## src/rtl/muldiv_pkg.sv

```systemverilog
// muldiv_pkg: shared definitions for the iterative RV32M multiply/divide unit.
//   - F3_* : RV32M funct3 encodings
//   - state_t : sequencer FSM states
//   - XLEN_DEFAULT : default operand/result width
package muldiv_pkg;

  localparam int XLEN_DEFAULT = 32;

  localparam logic [2:0] F3_MUL    = 3'b000;
  localparam logic [2:0] F3_MULH   = 3'b001;
  localparam logic [2:0] F3_MULHSU = 3'b010;
  localparam logic [2:0] F3_MULHU  = 3'b011;
  localparam logic [2:0] F3_DIV    = 3'b100;
  localparam logic [2:0] F3_DIVU   = 3'b101;
  localparam logic [2:0] F3_REM    = 3'b110;
  localparam logic [2:0] F3_REMU   = 3'b111;

  typedef enum logic [1:0] {
    S_IDLE   = 2'd0,
    S_CALC   = 2'd1,
    S_FINISH = 2'd2,
    S_DONE   = 2'd3
  } state_t;

endpackage

```

## src/rtl/muldiv_sign_fix.sv

```systemverilog
// muldiv_sign_fix: combinational sign correction and field select.
// The datapath works on magnitudes; this block re-applies the sign and
// picks the architectural result for the op.
//   funct3        : RV32M op
//   prod          : unsigned 2*XLEN product of magnitudes
//   quo, rem      : unsigned quotient / remainder of magnitudes
//   neg_p/q/r     : negate product / quotient / remainder
//   result        : corrected XLEN result
module muldiv_sign_fix
  import muldiv_pkg::*;
#(
  parameter int XLEN = XLEN_DEFAULT
) (
  input  logic [2:0]        funct3,
  input  logic [2*XLEN-1:0] prod,
  input  logic [XLEN-1:0]   quo,
  input  logic [XLEN-1:0]   rem,
  input  logic              neg_p,
  input  logic              neg_q,
  input  logic              neg_r,
  output logic [XLEN-1:0]   result
);

  logic [2*XLEN-1:0] p_fix;
  logic [XLEN-1:0]   q_fix;
  logic [XLEN-1:0]   r_fix;

  always_comb begin
    p_fix = neg_p ? ((2*XLEN)'(0) - prod) : prod;
    q_fix = neg_q ? (XLEN'(0) - quo) : quo;
    r_fix = neg_r ? (XLEN'(0) - rem) : rem;
    result = '0;
    case (funct3)
      F3_MUL:                        result = p_fix[XLEN-1:0];
      F3_MULH, F3_MULHSU, F3_MULHU:  result = p_fix[2*XLEN-1:XLEN];
      F3_DIV, F3_DIVU:               result = q_fix;
      default:                       result = r_fix;
    endcase
  end

endmodule

```

## src/rtl/muldiv_sequencer.sv

```systemverilog
// muldiv_sequencer: radix-2 iterative RV32M multiply/divide unit with FSM.
// Operands are converted to magnitudes on start, iterated one bit per cycle
// (shift-add multiply, restoring divide), then sign corrected in FINISH.
//   clk, rst_n      : clock, async active-low reset
//   start, flush    : request (sampled in IDLE) / abort
//   funct3          : RV32M op select
//   operand_a/b     : rs1 / rs2
//   busy            : operation in progress (pipeline stall)
//   done            : one-cycle result-valid pulse
//   result          : result, held until next done
// Optional: MULDIV_EARLY_OUT_EN ends multiplies once the remaining
// multiplier bits are all zero.
module muldiv_sequencer
  import muldiv_pkg::*;
#(
  parameter int XLEN  = XLEN_DEFAULT,
  parameter int CNT_W = $clog2(XLEN)
) (
  input  logic            clk,
  input  logic            rst_n,
  input  logic            start,
  input  logic            flush,
  input  logic [2:0]      funct3,
  input  logic [XLEN-1:0] operand_a,
  input  logic [XLEN-1:0] operand_b,
  output logic            busy,
  output logic            done,
  output logic [XLEN-1:0] result
);

  localparam logic [CNT_W-1:0] CNT_LAST = CNT_W'(XLEN - 1);
  localparam logic [XLEN-1:0]  INT_MIN  = {1'b1, {(XLEN-1){1'b0}}};

  state_t            state;
  logic [2:0]        f3_q;
  logic [2*XLEN-1:0] prod;
  logic [2*XLEN-1:0] mcand;   // |a| shifted left once per step
  logic [XLEN-1:0]   mplier;  // |b| shifted right once per step
  logic [XLEN-1:0]   quo;     // dividend shifts out the top, quotient in
  logic [XLEN-1:0]   rem;
  logic [XLEN-1:0]   dvsr;
  logic [CNT_W-1:0]  cnt;
  logic              neg_p, neg_q, neg_r;

  // Start-time decode. Magnitudes fit in XLEN unsigned bits, including
  // |-2^(XLEN-1)|, so the product of magnitudes never overflows 2*XLEN.
  logic            a_signed, b_signed, sa, sb;
  logic [XLEN-1:0] mag_a, mag_b;
  logic            div_zero, div_ovf;

  always_comb begin
    a_signed = (funct3 == F3_MUL) || (funct3 == F3_MULH) || (funct3 == F3_MULHSU) ||
               (funct3 == F3_DIV) || (funct3 == F3_REM);
    b_signed = (funct3 == F3_MUL) || (funct3 == F3_MULH) ||
               (funct3 == F3_DIV) || (funct3 == F3_REM);
    sa       = a_signed & operand_a[XLEN-1];
    sb       = b_signed & operand_b[XLEN-1];
    mag_a    = sa ? (XLEN'(0) - operand_a) : operand_a;
    mag_b    = sb ? (XLEN'(0) - operand_b) : operand_b;
    div_zero = funct3[2] && (operand_b == '0);
    div_ovf  = ((funct3 == F3_DIV) || (funct3 == F3_REM)) &&
               (operand_a == INT_MIN) && (operand_b == '1);
  end

  // Restoring divide step: bring in the next dividend bit, subtract if it fits.
  logic [XLEN:0] trial, diff;
  always_comb begin
    trial = {rem, quo[XLEN-1]};
    diff  = trial - {1'b0, dvsr};
  end

  logic [XLEN-1:0] fix_res;
  muldiv_sign_fix #(.XLEN(XLEN)) u_sign_fix (
    .funct3 (f3_q),
    .prod   (prod),
    .quo    (quo),
    .rem    (rem),
    .neg_p  (neg_p),
    .neg_q  (neg_q),
    .neg_r  (neg_r),
    .result (fix_res)
  );

  always_ff @(posedge clk or negedge rst_n) begin
    if (!rst_n) begin
      state  <= S_IDLE;
      f3_q   <= '0;
      prod   <= '0;
      mcand  <= '0;
      mplier <= '0;
      quo    <= '0;
      rem    <= '0;
      dvsr   <= '0;
      cnt    <= '0;
      neg_p  <= 1'b0;
      neg_q  <= 1'b0;
      neg_r  <= 1'b0;
      busy   <= 1'b0;
      done   <= 1'b0;
      result <= '0;
    end else if (flush && (state != S_IDLE)) begin
      state <= S_IDLE;
      busy  <= 1'b0;
      done  <= 1'b0;
    end else begin
      case (state)
        S_IDLE: begin
          done <= 1'b0;
          if (start && !flush) begin
            f3_q   <= funct3;
            prod   <= '0;
            mcand  <= {{XLEN{1'b0}}, mag_a};
            mplier <= mag_b;
            quo    <= mag_a;
            rem    <= '0;
            dvsr   <= mag_b;
            cnt    <= '0;
            neg_p  <= sa ^ sb;
            neg_q  <= sa ^ sb;
            neg_r  <= sa;
            busy   <= 1'b1;
            state  <= S_CALC;
            // Fast paths preload the final unsigned fields with no sign fix.
            if (div_zero) begin
              quo   <= '1;
              rem   <= operand_a;
              neg_q <= 1'b0;
              neg_r <= 1'b0;
              state <= S_FINISH;
            end else if (div_ovf) begin
              quo   <= INT_MIN;
              rem   <= '0;
              neg_q <= 1'b0;
              neg_r <= 1'b0;
              state <= S_FINISH;
            end
`ifdef MULDIV_EARLY_OUT_EN
            else if (!funct3[2] && (operand_b == '0)) begin
              state <= S_FINISH;
            end
`endif
          end
        end

        S_CALC: begin
          if (!f3_q[2]) begin
            // Adds into a fixed-position accumulator, so stopping early
            // leaves the product correctly aligned.
            prod   <= prod + (mplier[0] ? mcand : '0);
            mcand  <= mcand << 1;
            mplier <= mplier >> 1;
`ifdef MULDIV_EARLY_OUT_EN
            if (mplier == '0) state <= S_FINISH;
`endif
          end else begin
            if (!diff[XLEN]) begin
              rem <= diff[XLEN-1:0];
              quo <= {quo[XLEN-2:0], 1'b1};
            end else begin
              rem <= trial[XLEN-1:0];
              quo <= {quo[XLEN-2:0], 1'b0};
            end
          end
          cnt <= cnt + 1'b1;
          if (cnt == CNT_LAST) state <= S_FINISH;
        end

        S_FINISH: begin
          result <= fix_res;
          busy   <= 1'b0;
          done   <= 1'b1;
          state  <= S_DONE;
        end

        default: begin
          done  <= 1'b0;
          state <= S_IDLE;
        end
      endcase
    end
  end

endmodule
```

## config.mk

```make
export PLATFORM = sky130hd
export DESIGN_NAME = muldiv_sequencer
export DESIGN_NICKNAME = d
export VERILOG_FILES = /design/src/rtl/muldiv_pkg.sv /design/src/rtl/muldiv_sign_fix.sv /design/src/rtl/muldiv_sequencer.sv
export SDC_FILE = /design/constraint.sdc
export NUM_CORES = 1
export LEC_CHECK = 0
export BUFFER_PORTS_ARGS = -buffer_cell sky130_fd_sc_hd__buf_2
export CAP_MARGIN = 20
export CELL_PAD_IN_SITES_DETAIL_PLACEMENT = 0
export CELL_PAD_IN_SITES_GLOBAL_PLACEMENT = 1
export CORE_UTILIZATION = 48
export DETAILED_ROUTE_END_ITERATION = 12
export PLACE_DENSITY = 0.77
export SLEW_MARGIN = 20
export SYNTH_ARGS = -nofsm -noshare
export SYNTH_HDL_FRONTEND = slang
export SYNTH_HIERARCHICAL = 1
export SYNTH_SLANG_ARGS = --single-unit
```

## constraint.sdc

```tcl
create_clock -name clk -period 4.85 [get_ports clk]
set_clock_uncertainty 0.2 [all_clocks]
set_input_delay 0.97 -clock clk [delete_from_list [all_inputs] [get_ports clk]]
set_output_delay 0.97 -clock clk [all_outputs]
set_load 0.005 [all_outputs]
```

==> results.md, run 1 <==
- Outcome: complete, no violations
- Hold Fails Final Rpt: 0
- GR Overflow Total: 0
- Worst setup slack after placement: 0.5773 ns
- Max-Cap Viols: 0
- Detailed Route Iter0 Violations: 2057
- Crit start category: flip-flop
- Worst-path maximum fanout: 63
- Compound-Gate Fraction of Synth Area: 27.86%
- Max-slew violations: 0
- CP endpoint kind: flip-flop
- Via/cell ratio: 6.354
- Cell-internal power: 9.277 mW
- Worst Tran Pin Value: 1.050 ns
- Routed vias: 22.17k
- Arr. time, crit path: 4.70 ns
- GRT Util Overall: 33.17%
- Post-cts hold buffer count: 0
- R2r endpoint: prod[62]
- Die height: 222.6 um
- Crit Path Category: reg -> reg
- EDFF count, synth: 0
- Post-Synth XOR/XNOR Area: 9.222%
- Routability cong.: 0.9705
- # fillers: 4603
- Row count: 80
- Crit-path cells: buf_12, and2_1, ha_1, a211o_1, a211oi_1, o31ai_1, o21ai_0, a21oi_1, o211ai_1, nand2_1, a311oi_1, mux2_2, nand3_1
- Largest net degree at the start of global routing: 102
- Final setup vio count: 0
- Post-route worst setup slack: 0.4702 ns
- Unrepaired setup endpoints after global routing: no
- First-pass GRT wire length: 127.8 mm
- H-tree depth: 2
- Largest family of logic cells by synthesized area: compound AO/OA/AOI/OAI gates
- Setup slack, reg-to-reg: 0.47 ns
- I/O pins: 105
- Postcts setup bufs: 0
- Comb power frac: 58.2%
- Register area share after synthesis: 32.45%
- Top FF cell, synth: dfrtp_1
- Sw Pwr: 9.393 mW
- Asr flop ratio synth: 100.0%
- Initial core utilization: 48.83%
- Flops & latches, synth: 303
- Layout cells sized above 1: 10.52%
- Syn Nets: 2995
- WL/cell: 23.64 um
- # resized after CTS: 0
- Post-Synth Adder-Cell Area: 5.902%
- TritonCTS Buffers: 38
- Synth area leaders: dfrtp_1, o21ai_0, ha_1
- Clk pwr share: 16.7%
- Synth Area in Simple Gates: 17.72%
- Hold_ws: 0.2245 ns
- Slowest CP cell: a311oi_1
- Clock sink total: 303
- Switching Share: 50.31%
- Reg-to-reg startpoint: mplier[0]
- Clk slew on worst S/H paths: 0.06 ns
- Min Tclk post-route: 4.380 ns
- Core Util, Final: 54.06%
- Core ar.: 47850 um^2
- Crit path max-delay family: compound AO/OA/AOI/OAI gates
- Number of global-route vias before repair: 21.51k
- Worst skew pair latency: 0.60 ns
- Mean post-synth cell area: 8.300 um^2
- Detailed-route DRC error count: 0
- Netlist cell types: 88
- Mux share of post-synthesis cell area: 2.560%
- Fin crit share: 90.31%
- Initial antenna violation count: 3
- Yosys top cell by area: dfrtp_1
- Port Buffers: 104
- Final wirelength: 82.48 mm
- Layout area overhead: 10.70%
- Yosys Warn Count: 6
- Mapped Cells: 2815
- Peak VDD IR: 0.0005733 V
- Die area: 49560 um^2
- Seq pwr share: 25.1%
- CTS tree: built
- First-pass DRT Iterations: 6
- Static leakage: 11.41 nW
- NumNets Final: 3025
- Data required time at the worst endpoint: 5.17 ns
- Chip Width: 222.6 um
- Final TNS setup: 0 ns
- Root Buffer: clkbuf_16
- Max clock buf depth: 3
- HPWL Detailed: 63.40 mm
- HP Class: in -> async
- Buf+Inv Stages, Crit Path: 1
- Fmax: 228.3 MHz
- Top-area cell type share of the netlist area: 32.45%
- Slowest stage delay, CP: 0.51 ns
- Slew HR: 29.99%
- Post-Syn Area: 23360 um^2
- Pwr/cell area: 721.9 nW/um^2
- Detail Route Antenna Nets: 0
- Reg2Reg Depth: 13
how the worst max path moves through the flow:
stage,from,slack [ns],to,cells past startpoint
3_5_place_dp,mplier[0],0.58,prod[62],13
2_1_floorplan,mplier[0],1.24,prod[62],14
6_report,mplier[0],0.47,prod[62],13
5_1_grt,mplier[0],0.21,prod[62],13
3_3_place_gp,quo[31],0.62,rem[13],14
4_1_cts,mplier[0],0.52,prod[62],13
metal layers:
layer	track usage [%]	part of all wire, %	wire [um]	vias up
met3	4.007	5.1	4238	165
met4	16.00	5.0	4106	2
met1	42.32	42	34880	10801
li1	-	-	-	10436
met2	55.67	48	39240	766
met5	0	0.016	13	-
synth_stat cells (12+ instances only):
| cell type | n |
|---|---|
| o211ai_1 | 23 |
| a22oi_1 | 86 |
| a211oi_1 | 13 |
| xnor2_1 | 113 |
| a22o_1 | 40 |
| mux2i_1 | 17 |
| and2_1 | 77 |
| or4_1 | 30 |
| nor2_1 | 134 |
| or3_1 | 26 |
| xor2_1 | 133 |
| clkbuf_1 | 133 |
| inv_1 | 93 |
| nand4_1 | 30 |
| o21ai_0 | 355 |
| nor2b_1 | 20 |
| nand2_1 | 282 |
| nand3_1 | 43 |
| dfrtp_1 | 303 |
| nor4_1 | 30 |
| o21a_1 | 12 |
| a21o_1 | 65 |
| o41ai_1 | 29 |
| buf_2 | 13 |
| o31ai_1 | 55 |
| mux2_2 | 38 |
| or2_2 | 15 |
| and3_1 | 14 |
| ha_1 | 107 |
| o22ai_1 | 18 |
| nor3_1 | 58 |
| a31oi_1 | 21 |
| nand2b_1 | 23 |
| a21oi_1 | 197 |
stage by stage:
| stage | cells | power, mW | area (um^2) |
|---|---|---|---|
| 5_1_grt | 3487 | 19.90 | 25860 |
| 4_1_cts | 3487 | 18.51 | 25860 |
| 2_1_floorplan | 2815 | 11.80 | 23360 |
| 3_3_place_gp | 3420 | 15.17 | 24490 |
| 3_5_place_dp | 3420 | 15.31 | 24490 |
| 6_report | 3489 | 18.67 | 25860 |
sequential cells by signal (all words and copies together) (netlist names), 2 cells and up:
signal	cells
result	32
f3_q	3
prod	64
mplier	32
dvsr	32
quo	32
rem	32
state	2
cnt	5
mcand	64
layout by cell type, fill, tap and decap left out, types with 38 or more instances in the layout:
| cell | netlist | final |
|---|---|---|
| a22o_1 | 40 | 40 |
| nand2_1 | 282 | 280 |
| buf_4 | 3 | 42 |
| inv_1 | 93 | 93 |
| and2_1 | 77 | 77 |
| ha_1 | 107 | 106 |
| o21ai_0 | 355 | 355 |
| a21oi_1 | 197 | 196 |
| xor2_1 | 133 | 133 |
| a22oi_1 | 86 | 86 |
| nor3_1 | 58 | 56 |
| mux2_2 | 38 | 38 |
| nand3_1 | 43 | 43 |
| o31ai_1 | 55 | 55 |
| buf_2 | 13 | 103 |
| a21o_1 | 65 | 63 |
| xnor2_1 | 113 | 113 |
| dfrtp_1 | 303 | 302 |
| clkbuf_16 | 0 | 38 |
| nor2_1 | 134 | 134 |
final cells by class:
cell class	instances	area, um^2	area share, %
tap	615	769.5	2.975
antenna	2	5.005	0.01935
clock inverter	19	331.6	1.282
timing repair buffer	152	965.9	3.735
inverter	93	349.1	1.350
clock buffer	48	1039	4.015
sequential	303	7584	29.32
multi-input combinational	2257	14820	57.30
cell families (layout without fill, tap and decap cells):
group | count (synthesis) | count (layout)
and+or+nand+nor | 825 | 825
muxes | 55 | 55
adders and majority gates | 109 | 109
AOI/OAI and AO/OA | 1022 | 1022
xor gates and xnor gates | 246 | 246
DFF | 303 | 303
other | 0 | 2
buffers and inverters | 255 | 312
power groups by stage:
| stage | Combinational (mW) | Clock, mW | Sequential [mW] |
|---|---|---|---|
| final | 10.9 | 3.12 | 4.69 |
| after global routing | 11.8 | 3.26 | 4.80 |
| after CTS | 10.7 | 3.18 | 4.66 |
| after detailed placement | 10.6 | 0 | 4.69 |
| after global placement | 10.5 | 0 | 4.67 |
| after floorplan | 7.70 | 0 | 4.10 |
Power figures use the tool's default switching activity.
==> inputs of run 2 (changes only) <==
- RECOVER_POWER: not set -> 25
==> results.md, run 2 (synthesis results as in run 1) <==
- Setup slack, reg-to-reg: 0.51 ns (+0.04 ns)
- Area of the multi-input gates: 14820 um^2 (unchanged)
- Fin crit share: 89.40% (-0.91 points)
- Routability cong.: 0.9705 (unchanged)
- GRT Util Overall: 33.17% (unchanged)
- Hold Fails Final Rpt: 0 (unchanged)
- Fmax: 230.6 MHz (+1.0%)
- Post-cts hold buffer count: 0 (unchanged)
- Layout cells sized above 1: 10.45% (-0.070 points)
- Hold Path Origin: dvsr[12]
- Crit Path Category: reg -> reg
- Die area: 49560 um^2 (unchanged)
- Max-Cap Viols: 2 (+2)
- Initial antenna violation count: 3 (unchanged)
- Top layer in use: met5
- Met2 routed WL: 39.29 mm (+0.12%)
- Hold_ws: 0.2799 ns (+0.05541 ns)
- Clock sink total: 303 (unchanged)
- # resized after CTS: 0 (unchanged)
- Row count: 80 (unchanged)
- Worst setup slack after placement: 0.5773 ns (unchanged)
- Clk slew on worst S/H paths: 0.06 ns (about the same)
- Arr. time, crit path: 4.66 ns (-0.04 ns)
- I/O pins: 105 (unchanged)
- Reg2Reg Depth: 13 (unchanged)
- Port Buffers: 104 (unchanged)
- HP Class: reg -> reg
- Slowest CP cell: a311oi_1
- Worst Tran Pin Value: 2.391 ns (+1.341 ns)
- Largest regs: mcand: 64 flops, prod: 64 flops
- Crit-path cells: buf_12, and2_1, ha_1, a211o_1, a211oi_1, o31ai_1, o21ai_0, a21oi_1, o211ai_1, nand2_1, a311oi_1, mux2_2, nand3_1
- H-tree depth: 2 (unchanged)
- Final total power: 18.68 mW (about the same)
- WL/cell: 23.65 um (about the same)
- # fillers: 4607 (+0.087%)
- Cells on Worst Hold Path: 2
- Number of global-route vias before repair: 21.51k (unchanged)
- GR Overflow Total: 0 (unchanged)
- Unrepaired setup endpoints after global routing: no
- Core ar.: 47850 um^2 (unchanged)
- Root Buffer: clkbuf_16
- Most frequent cells in the layout: o21ai_0, dfrtp_1, nand2_1
- CP endpoint kind: flip-flop
- Max clock buf depth: 3 (unchanged)
- Min Tclk post-route: 4.336 ns (-0.04410 ns)
- Layout area overhead: 10.51%
- Data required time at the worst endpoint: 5.17 ns (about the same)
- Critical Path Start: mplier[0]
- DR WL met3: 4.044 mm (-4.6%)
- Routed vias: 22.20k (+0.12%)
- TritonCTS Buffers: 38 (unchanged)
- Final setup vio count: 0 (unchanged)
- Most common cell after layout, fill and taps aside: o21ai_0
- Slowest stage delay, CP: 0.51 ns (about the same)
- Reg-to-reg startpoint: mplier[0]
- Worst skew pair latency: 0.60 ns (about the same)
- Initial core utilization: 48.83% (unchanged)
- CTS tree: built
- Hold Path Sink: dvsr[12]
- Pwr/cell area: 723.6 nW/um^2 (+0.25%)
- Worst-path maximum fanout: 63 (unchanged)
- Post-route worst setup slack: 0.5143 ns (+0.04410 ns)
- Outcome: complete, but fails checks
- Final TNS setup: 0 ns (unchanged)
- Core Util, Final: 53.96% (-0.094 points)
- R2r endpoint: prod[62]
- Peak VDD IR: 0.0005707 V (-0.45%)
- Detailed Route Iter0 Violations: 2138 (+3.9%)
- First-pass DRT Iterations: 6 (unchanged)
- Final wirelength: 82.53 mm (about the same)
- Static leakage: 11.39 nW (-0.18%)
- First-pass GRT wire length: 127.8 mm (unchanged)
- Failing checks: capacitance limit, slew limit
- Largest net degree at the start of global routing: 102 (unchanged)
- Reg area: 7584 um^2 (unchanged)
- Postcts setup bufs: 0 (unchanged)
- Detail Route Antenna Nets: 0 (unchanged)
- Via/cell ratio: 6.362 (+0.12%)
- Die height: 222.6 um (unchanged)
- Chip Width: 222.6 um (unchanged)
- Met1 Routed Length: 35.17 mm (+0.84%)
- HPWL Detailed: 63.40 mm (unchanged)
- Detailed-route DRC error count: 0 (unchanged)
- Max-slew violations: 120 (+120)
- NumNets Final: 3025 (unchanged)
- Crit start category: flip-flop
- Slew HR: -59.38% (-89 points)
-- run 2: cell types whose count changed in the layout (fill, tap and decap cells not counted), sizes merged --
cell / previous run / this run
clkbuf: 48 / 52
buf: 152 / 148
-- run 2: area by class of cell --
type	instances	area share (%)
antenna	2	0.01938
clock buffer	48	4.022
clock inverter	19	1.284
inverter	93	1.352
multi-input combinational	2257	57.40
sequential	303	29.37
tap	615	2.980
timing repair buffer	152	3.567
-- run 2: worst max path at each step --
stage	endpoint	cells after the start	slack, ns
2_1_floorplan	prod[62]	14	1.24
3_3_place_gp	rem[13]	14	0.62
3_5_place_dp	prod[62]	13	0.58
4_1_cts	prod[62]	13	0.52
5_1_grt	prod[19]	2	0.17
6_report	prod[62]	13	0.51
-- run 2: worst max-delay path: cells and delay by family (launching register included) --
kind | cells | cell delay, ns
AO/OA/AOI/OAI | 7 | 2.25
flip-flops | 1 | 0.43
AND/OR/NAND/NOR | 3 | 0.42
multiplexers | 1 | 0.39
adder cells (fa/ha/maj) | 1 | 0.35
buffers and inverters | 1 | 0.21
-- run 2: power by group --
group	switching (mW)	internal [mW]
clock network	1.25	1.87
registers	1.30	3.39
logic	6.85	4.02
-- run 2: per-layer routing --
metal,vias to the layer above,global-route usage (%)
met4,2,16.00
met2,752,55.67
met3,156,4.007
met5,-,0
li1,10432,-
met1,10854,42.32
-- run 2: stage by stage --
stage	instance area, um^2	cells
CTS	25860	3487
global placement	24490	3420
floorplan	23360	2815
finish	25820	3489
detailed placement	24490	3420
global route	25810	3487
==> inputs of run 3 (changes only) <==
- ABC_AREA: not set -> 1
- CORE_UTILIZATION: 48 -> 45
- PLACE_DENSITY: 0.77 -> 0.78
==> results.md, run 3 <==
- Outcome: complete, but fails checks
- Failing checks: capacitance limit, slew limit
- Setup slack, reg-to-reg: 1.13 ns (+0.62 ns)
- Sw Pwr: 12.42 mW (+32%)
- Die height: 251.0 um (+13%)
- Crit-path cells: nand2_1, inv_1, ha_1, inv_1, fa_1, inv_1, nand2_1, o21ai_2, a21boi_0, o21ai_0, nand2_1, nand2_1, nand2_1, nand2_1, nand2_1, nand3_1, nand2_1
- Row count: 90 (+13%)
- Routability cong.: 1.010 (+4.1%)
- Most frequent cells in the layout: nand2_1, inv_1, nor2_1
- HP Class: reg -> reg
- Arr. time, crit path: 3.98 ns (-0.68 ns)
- Max clock buf depth: 3 (unchanged)
- WL/cell: 21.87 um (-7.5%)
- Largest net degree at the start of global routing: 79 (-23%)
- Layout area overhead: 9.070%
- # fillers: 6592 (+43%)
- Root Buffer: clkbuf_16
- Layout cells sized above 1: 8.188% (-2.3 points)
- Buf+Inv Stages, Crit Path: 3 (+2)
- Via/cell ratio: 5.568 (-12%)
- Syn Nets: 4734 (+58%)
- Pwr/cell area: 726.2 nW/um^2 (+0.36%)
- GRT Util Overall: 37.00% (+3.8 points)
- Area of the multi-input gates: 17120 um^2 (+15%)
- Largest family of logic cells by synthesized area: simple AND/OR/NAND/NOR gates
- First-pass GRT wire length: 175.2 mm (+37%)
- Worst-path maximum fanout: 34 (-46%)
- Number of global-route vias before repair: 27.64k (+28%)
- Reg-to-reg startpoint: mplier[0]
- Final total power: 22.11 mW (+18%)
- Non-Filler Instances: 5412 (+55%)
- Slew HR: -51.25% (+8.1 points)
- Most common cell after layout, fill and taps aside: nand2_1
- Cell with the most instances after synthesis: nand2_1
- Slowest stage delay, CP: 0.81 ns (+0.30 ns)
- Synth Area in Simple Gates: 38.43% (+21 points)
- TritonCTS Buffers: 39 (+2.6%)
- Post-Syn Area: 27910 um^2 (+19%)
- I/O pins: 105 (unchanged)
- Synth area leaders: dfrtp_1, nand2_1, inv_1
- Largest regs: mcand: 64 flops, prod: 64 flops
- GR Overflow Total: 0 (unchanged)
- Asr flop ratio synth: 100.0% (unchanged)
- Detail Route Antenna Nets: 0 (unchanged)
- Crit start category: flip-flop
- Mux share of post-synthesis cell area: 1.291% (-1.3 points)
- Post-synth top cells: nand2_1, inv_1, nor2_1, nand3_1, dfrtp_1
- Slowest CP cell: dfrtp_2
- R2r endpoint: prod[46]
- Hold Path Origin: mplier[31]
- Yosys Warn Count: 6 (unchanged)
- Compound-Gate Fraction of Synth Area: 13.58% (-14 points)
- Post-Synth XOR/XNOR Area: 2.919% (-6.3 points)
- Detailed-route DRC error count: 0 (unchanged)
- Crit Path Category: reg -> reg
- Final setup vio count: 0 (unchanged)
- First-pass DRT Iterations: 6 (unchanged)
- Max-slew violations: 73 (-39%)
- Data required time at the worst endpoint: 5.12 ns (-0.05 ns)
- Peak VDD IR: 0.0004847 V (-15%)
- Netlist cell types: 55 (-38%)
- Clk slew on worst S/H paths: 0.06 ns (about the same)
- Yosys top cell by area: dfrtp_1
- Worst Tran Pin Value: 2.269 ns (-0.1220 ns)
- Crit path max-delay family: compound AO/OA/AOI/OAI gates
- Mean post-synth cell area: 6.128 um^2 (-26%)
- Fin crit share: 76.67% (-13 points)
- Worst skew pair latency: 0.59 ns (about the same)
- Top-area cell type share of the netlist area: 27.17% (-5.3 points)
- H-tree depth: 2 (unchanged)
- Die area: 63020 um^2 (+27%)
- Fmax: 268.9 MHz (+17%)
- Final wirelength: 118.4 mm (+43%)
- # resized after CTS: 0 (unchanged)
- Critical Path Most Common Cell: nand2_1
- HPWL Detailed: 94.71 mm (+49%)
- Seq pwr share: 21.8% (-3.3 points)
- Cells on Worst Hold Path: 2 (unchanged)
- Static leakage: 15.93 nW (+40%)
- Comb power frac: 63.7% (+5.5 points)
- Min Tclk post-route: 3.718 ns (-0.6174 ns)
- Switching Share: 56.19% (+5.8 points)
- Clock sink total: 303 (unchanged)
- Flops & latches, synth: 303 (unchanged)
- Register area share after synthesis: 27.17% (-5.3 points)
- EDFF count, synth: 0 (unchanged)
- Critical Path Start: mplier[0]
- Detailed Route Iter0 Violations: 3220 (+51%)
- Core ar.: 60810 um^2 (+27%)
- Chip Width: 251.0 um (+13%)
- Clk pwr share: 14.6% (-2.1 points)
- Post-cts hold buffer count: 0 (unchanged)
- Max-Cap Viols: 1 (-1)
- NumNets Final: 4780 (+58%)
- Hold Fails Final Rpt: 0 (unchanged)
- Mapped Cells: 4554 (+62%)
- Placed insts: 5341 (+56%)
- Initial antenna violation count: 0 (-3)
- Hold Path Sink: mplier[30]
- Postcts setup bufs: 0 (unchanged)
- CTS tree: built
- Initial core utilization: 45.89% (-2.9 points)
- Routed vias: 30.13k (+36%)
- Port Buffers: 104 (unchanged)
- Reg area: 7585 um^2 (about the same)
- Core Util, Final: 50.06% (-3.9 points)
- Post-Synth Adder-Cell Area: 4.941% (-0.96 points)
- CP endpoint kind: flip-flop
- Top FF cell, synth: dfrtp_1
- Reg2Reg Depth: 17 (+4)
- Final TNS setup: 0 ns (unchanged)
- Unrepaired setup endpoints after global routing: no
- Cell-internal power: 9.685 mW (+4.4%)
run 3: changes by cell type after synthesis, moves of 79 or more:
cell	delta
nand2_1	+1125
inv_1	+591
nor2_1	+394
nand3_1	+317
o21ai_0	-123
xnor2_1	-97
a22oi_1	-86
clkbuf_1	-79
run 3: cell type report:
class / count / area share, %
clock buffers: 54 / 3.724
flip-flops and latches: 303 / 24.92
multi-input cells: 3427 / 56.23
well taps: 782 / 3.215
diodes: 1 / 0.008221
repair buffers: 132 / 2.475
clock inverters: 16 / 0.8139
inverters: 697 / 8.616
run 3: kinds of logic (layout without fill, tap and decap cells):
kind of cell	after synthesis	in the layout
buf+inv	824	899
fa+ha+maj	109	109
xor+xnor	93	93
other cells	0	1
simple gates	2538	2538
compound gates	655	655
flops	303	303
mux	32	32
run 3: power groups by stage:
stage	registers, mW	logic [mW]	clock network (mW)
floorplan	4.04	10.1	0
global placement	4.79	13.7	0
detailed placement	4.79	13.7	0
CTS	4.75	13.8	3.26
global route	4.87	15.5	3.35
finish	4.82	14.1	3.22
run 3: through the flow:
step	setup slack, ns	cell area, um^2	hold WS [ns]
floorplan	2.129	27910	0.2461
global placement	1.277	29080	0.2684
detailed placement	1.202	29080	0.2746
CTS	1.179	30460	0.1959
global route	0.7677	30440	0.3101
finish	1.132	30440	0.2823
run 3: worst reg2reg max path: cells and delay by family, from the launching register on:
family	cells	cell delay [ns]
and+or+nand+nor	9	0.84
AOI/OAI and AO/OA	3	1.00
DFF	1	0.81
buffers and inverters	3	0.22
adders and majority gates	2	0.54
run 3: worst max-delay path by stage:
stage                     cells past startpoint       end
after floorplan                              18  prod[62]
after global placement                       17  prod[62]
after detailed placement                     17  prod[62]
after CTS                                    17  prod[62]
after global routing                          2    quo[2]
final                                        17  prod[46]
run 3: metal layers:
layer / global-route usage [%] / vias up / part of all wire (%) / wire (um)
met1: 51.84 / 14111 / 44 / 51980
met5: 0 / - / 0 / 0
met2: 58.01 / 1195 / 44 / 52560
met3: 5.353 / 182 / 8.2 / 9681
li1: - / 14645 / - / -
met4: 12.80 / 0 / 3.5 / 4147
